**src/rtl/mole_scheduler.sv**
```systemverilog
// mole_scheduler: raises one pseudo-random mole at a time, times its up/rest windows, scores hits and misses.
// Ports:
//   clk, rst_n         clock and synchronous active-low reset
//   ms_tick            one-clk pulse per millisecond
//   game_in_progress   level, high while a round runs
//   buttons            synchronized button levels, 1 = pressed
//   mole_mask          one-hot raised mole, 0 when none
//   score              saturating hit count for the current/last round
//   hit_pulse          one-clk pulse on a hit
//   miss_pulse         one-clk pulse on a wrong press or an escaped mole
//   mole_up            high while a mole is raised
module mole_scheduler #(
    parameter int          NUM_HOLES    = 4,
    parameter int          MOLE_UP_MS   = 1000,
    parameter int          MOLE_DOWN_MS = 1000,
    parameter int          SCORE_W      = 8,
    parameter logic [15:0] LFSR_SEED    = 16'hACE1
) (
    input  logic                 clk,
    input  logic                 rst_n,
    input  logic                 ms_tick,
    input  logic                 game_in_progress,
    input  logic [NUM_HOLES-1:0] buttons,
    output logic [NUM_HOLES-1:0] mole_mask,
    output logic [SCORE_W-1:0]   score,
    output logic                 hit_pulse,
    output logic                 miss_pulse,
    output logic                 mole_up
);
    localparam int IDX_W  = $clog2(NUM_HOLES);
    localparam int MAX_MS = (MOLE_UP_MS > MOLE_DOWN_MS) ? MOLE_UP_MS : MOLE_DOWN_MS;
    localparam int CW     = $clog2(MAX_MS + 1);

    typedef enum logic [1:0] {IDLE, PICK, UP, DOWN} state_t;

    state_t               state, state_n;
    logic [15:0]          lfsr, lfsr_n;
    logic [NUM_HOLES-1:0] btn_q, press, mask_n;
    logic [IDX_W-1:0]     prev_idx, prev_n, lraw, raw, idx;
    logic [CW-1:0]        cnt, cnt_n;
    logic [SCORE_W-1:0]   score_n;
    logic                 hit_n, miss_n, hit, wrong;

    always_comb begin
        press  = buttons & ~btn_q;
        // Galois right-shift form of x^16+x^14+x^13+x^11+1
        lfsr_n = {1'b0, lfsr[15:1]} ^ (lfsr[0] ? 16'hB400 : 16'h0000);
        lraw   = lfsr[IDX_W-1:0];
        raw    = ({1'b0, lraw} >= (IDX_W+1)'(NUM_HOLES)) ? lraw - IDX_W'(NUM_HOLES) : lraw;
        // bump a repeat to the next hole so the same hole never appears twice in a row
        idx    = (raw != prev_idx) ? raw : (raw == IDX_W'(NUM_HOLES - 1)) ? '0 : raw + 1'b1;
        hit    = |(press & mole_mask);
        wrong  = |(press & ~mole_mask);
        state_n = state;
        cnt_n   = cnt;
        prev_n  = prev_idx;
        score_n = score;
        hit_n   = 1'b0;
        miss_n  = 1'b0;
        case (state)
            IDLE: begin
                if (game_in_progress) begin
                    score_n = '0;
                    state_n = PICK;
                end
            end
            PICK: begin
                prev_n  = idx;
                cnt_n   = CW'(MOLE_UP_MS - 1);
                state_n = UP;
            end
            UP: begin
                if (hit) begin
                    hit_n   = 1'b1;
                    score_n = (score == '1) ? score : score + 1'b1;
                    cnt_n   = CW'(MOLE_DOWN_MS - 1);
                    state_n = DOWN;
                end else if (wrong) begin
                    // the mole stays up; a tick landing on an expired counter is not allowed to wrap it
                    miss_n = 1'b1;
                    cnt_n  = (ms_tick && cnt != '0) ? cnt - 1'b1 : cnt;
                end else if (ms_tick && cnt == '0) begin
                    miss_n  = 1'b1;
                    cnt_n   = CW'(MOLE_DOWN_MS - 1);
                    state_n = DOWN;
                end else if (ms_tick) begin
                    cnt_n = cnt - 1'b1;
                end
            end
            default: begin
                if (ms_tick) begin
                    state_n = (cnt == '0) ? PICK : DOWN;
                    cnt_n   = (cnt == '0) ? cnt : cnt - 1'b1;
                end
            end
        endcase
        // leaving the round freezes score and mole history; the final score stays readable
        if (state != IDLE && !game_in_progress) begin
            state_n = IDLE;
            cnt_n   = cnt;
            prev_n  = prev_idx;
            score_n = score;
            hit_n   = 1'b0;
            miss_n  = 1'b0;
        end
        mask_n = (state_n == UP) ? {{(NUM_HOLES-1){1'b0}}, 1'b1} << prev_n : '0;
    end

    always_ff @(posedge clk) begin
        if (!rst_n) begin
            state      <= IDLE;
            lfsr       <= LFSR_SEED;
            btn_q      <= '0;
            prev_idx   <= '0;
            cnt        <= '0;
            score      <= '0;
            mole_mask  <= '0;
            hit_pulse  <= 1'b0;
            miss_pulse <= 1'b0;
            mole_up    <= 1'b0;
        end else begin
            state      <= state_n;
            lfsr       <= lfsr_n;
            btn_q      <= buttons;
            prev_idx   <= prev_n;
            cnt        <= cnt_n;
            score      <= score_n;
            mole_mask  <= mask_n;
            hit_pulse  <= hit_n;
            miss_pulse <= miss_n;
            mole_up    <= (state_n == UP);
        end
    end
endmodule

```
**config.mk**
```make
export PLATFORM = sky130hd
export DESIGN_NAME = mole_scheduler
export DESIGN_NICKNAME = d
export VERILOG_FILES = /design/src/rtl/mole_scheduler.sv
export SDC_FILE = /design/constraint.sdc
export NUM_CORES = 1
export LEC_CHECK = 0
export CORE_MARGIN = 2
export CORE_UTILIZATION = 33
export DETAILED_ROUTE_END_ITERATION = 10
export DONT_BUFFER_PORTS = 1
export GPL_TIMING_DRIVEN = 0
export PLACE_DENSITY = 0.56
export SLEW_MARGIN = 10
export SYNTH_ARGS = -nofsm -noshare
export SYNTH_HDL_FRONTEND = slang
export SYNTH_SLANG_ARGS = --single-unit
```
**constraint.sdc**
```tcl
create_clock -name clk -period 4.7 [get_ports clk]
set_input_delay 0.94 -clock clk [delete_from_list [all_inputs] [get_ports clk]]
set_output_delay 0.94 -clock clk [all_outputs]
set_load 0.03 [all_outputs]
```
==> run_results.csv <==
group,metric,value,unit
clock_network,post_cts_buffers,0,
sta,rsz0062_at_grt,"false",
floorplanning,core_area,7330,µm²
layout,layout-drive-gt1-share,11.8,%
sta,holdWs,412,ps
sta,max_freq,0.420,GHz
layout,fin_area,2750,µm²
yosys,ys_seq_area_share,38.7,%
min_path,min_from,"lfsr[8]$_SDFF_PN0_",
clock_network,cts_buffers,5,
yosys,synthArstFlopShare,0,%
power,leakage,0.000905,µW
grt,grt-ovfl-total,0,
yosys,synth_fp_nets,288,
setup_path,worstPathArrival,2580,ps
clock_network,path_clk_slew,90,ps
clock_network,cts.path.max_buffers,2,
yosys,synth-main-ff-cell,"dfxtp_1",
sta,fin_tns_setup,0,ps
route,final_antenna_net_count,0,
clock_network,cts_resized,0,
yosys,synth_cells,272,
floorplanning,die_w,91.6,µm
min_path,hp-class,"flip-flop to flip-flop",
yosys,yosysMostFrequentCell,"dfxtp_1",
floorplanning,fp-row-count,31,
grt,grt_pass1_wl,9290,µm
grt,antenna_found_initial,0,
sta,slew_headroom,58.0,%
placement,place_congestion,0.845,
grt,grt_pass1_vias,1839,
grt,grt_max_degree,15,
sta,period_share,50.7,%
yosys,yosys_warnings,0,
sta,finClkSkew,4.14,ps
min_path,holdPathStages,1,
grt,grt_usage,13.8,%
yosys,yosys.area.top_type,"dfxtp_1",
yosys,avgSynthCellArea,9.32,µm²
route,num_vias,2052,
floorplanning,die_area,8400,µm²
layout,multi_input_area,1420,µm²
yosys,synth.top_cell.area_share,38.7,%
setup_path,r2r_end,"score[7]$_SDFFE_PN0P_",
clock_network,cts-root-buf,"clkbuf_8",
route,drt-initial-drc-count,147,
clock_network,clock-sinks,49,
setup_path,reg2reg_depth,7,
layout,post-route-util,37.5,%
route,drt_first_pass_iters,4,
layout,fin_nets,295,
route,wl_per_cell,14.9,µm
layout,fin_cells,378,
setup_path,start_kind,"input pin",
floorplanning,dieHeight,91.6,µm
yosys,ys_seq_elements,49,
placement,dpl_cell_area,2660,µm²
placement,place_inst,371,
route,routed_via_density,5.43,
sta,min_period,2380,ps
layout,area_delta_synth_final,8.44,%
setup_path,critPathKind,"input pin to flip-flop",
power,vdd_ir_drop_max,0.223,mV
sta,hold_violations,0,
placement,dp_hpwl,4130,µm
yosys,synth_edf_count,0,
layout,diodes,0,
yosys,synth_common_cells,"dfxtp_1, inv_1, nor2_1",
layout,n_fill_cell,745,
setup_path,r2r_setup_slack,2390,ps
sta,tightest_slew,624,ps
clock_network,clock_latency,300,ps
placement,portBuffers,0,
setup_path,cp.required,4900,ps
run,cap_violations,0,
setup_path,crit_fanout,8,
setup_path,reg2reg_from,"state[0]$_SDFF_PN0_",
layout,regArea,981,µm²
floorplanning,ioPinCount,23,
min_path,worstHoldEndpoint,"lfsr[7]$_SDFF_PN1_",
yosys,synth_area_leaders,"dfxtp_1, ha_1, a2111oi_2",
clock_network,cts_tree,"yes",
route,drcViolationCount,0,
route,routed_wl,5640,µm
setup_path,crit_path_end_kind,"flip-flop",
power,power.density,682,nW/µm²
sta,setup_viol,0,
yosys,synthDistinctLibCells,54,
clock_network,cts_hold_buffers,0,
clock_network,cts_htree_levels,2,
yosys,syn_area,2530,µm²
sta,drv_slew,0,
status,status,"finished, final reports clean",
floorplanning,start_util,34.6,%
[sequential cells by signal, summed over array words and instances (netlist names)]
name,count
mole_mask,4
miss_pulse,1
cnt,10
prev_idx,2
score,8
lfsr,16
mole_up,1
hit_pulse,1
btn_q,4
state,2
[metal layers]
metal / GRT usage [%] / wire length [µm] / up-vias / share of wire (%)
met4: 4.55 / 82 / 0 / 1.5
met2: 20.0 / 2390 / 51 / 42
met5: 0 / 0 / - / 0
met1: 19.3 / 2820 / 958 / 50
met3: 4.11 / 351 / 9 / 6.2
li1: - / - / 1034 / -
[layout by cell type, fill, tap and decap left out, types with 3 or more instances in the layout]
cell type  synthesis  routed
a2111o_1           3       3
a2111oi_2          6       6
a211oi_1           9       9
a21oi_1           16      16
a221oi_1           6       6
a31oi_1            3       3
and2_1            12      12
and4_1             3       3
clkbuf_1           8       8
clkbuf_8           0       6
dfxtp_1           49      49
ha_1               8       8
inv_1             19      19
nand2_1            6       6
nand2b_1           7       7
nand3_1            4       4
nand3b_1           4       4
nand4_1            5       5
nor2_1            18      18
nor3_1             9       9
nor3b_1            6       6
nor4_1             3       3
o21ai_0            9       9
o31ai_1            5       5
o41ai_1            3       3
or3b_2             4       4
or4_1              3       3
xnor2_1            7       7
[cell type report]
type / count / area share, %
Multi-Input combinational cell: 191 / 51.5
Sequential cell: 49 / 35.7
Tap cell: 99 / 4.51
Clock buffer: 6 / 3.01
Inverter: 20 / 2.73
Buffer: 12 / 2.28
Clock inverter: 1 / 0.273
[cell families after synthesis]
kind of cell / share of synthesized area, %
AND/OR/NAND/NOR: 23.9
AO/OA/AOI/OAI: 24.8
flip-flops: 38.7
buffers and inverters: 5.43
adder cells (fa/ha/maj): 3.95
XOR/XNOR: 2.42
multiplexers: 0.790
[critical path, cell delays in order]
cell,delay (ps)
nor3b_1,150
or4_1,610
o211ai_2,410
a221oi_1,160
a2111oi_2,300
[metrics by stage]
| step | total power [µW] | worst slack (ps) |
|---|---|---|
| after floorplan | 1420 | 2230 |
| after global placement | 1610 | 2030 |
| after detailed placement | 1620 | 2010 |
| after CTS | 1880 | 2330 |
| after global routing | 2030 | 2210 |
| final | 1870 | 2320 |
[worst max path at each step]
stage               cells after the start        from                   to  slack (ps)
floorplan                               5  buttons[2]  cnt[8]$_SDFFE_PN0P_        2230
global placement                        5  buttons[2]  cnt[8]$_SDFFE_PN0P_        2030
detailed placement                      5  buttons[2]  cnt[8]$_SDFFE_PN0P_        2010
CTS                                     5  buttons[2]  cnt[9]$_SDFFE_PN0P_        2330
global route                            5  buttons[2]  cnt[8]$_SDFFE_PN0P_        2210
finish                                  5  buttons[2]  cnt[9]$_SDFFE_PN0P_        2320
[report_power, final]
group	switching [µW]	internal, µW	leakage, µW	total [µW]
clock	138	117	0.0000433	255
combinational	640	390	0.000460	1030
sequential	97.7	491	0.000402	589
Note: power is estimated with default switching activity, not from simulation.
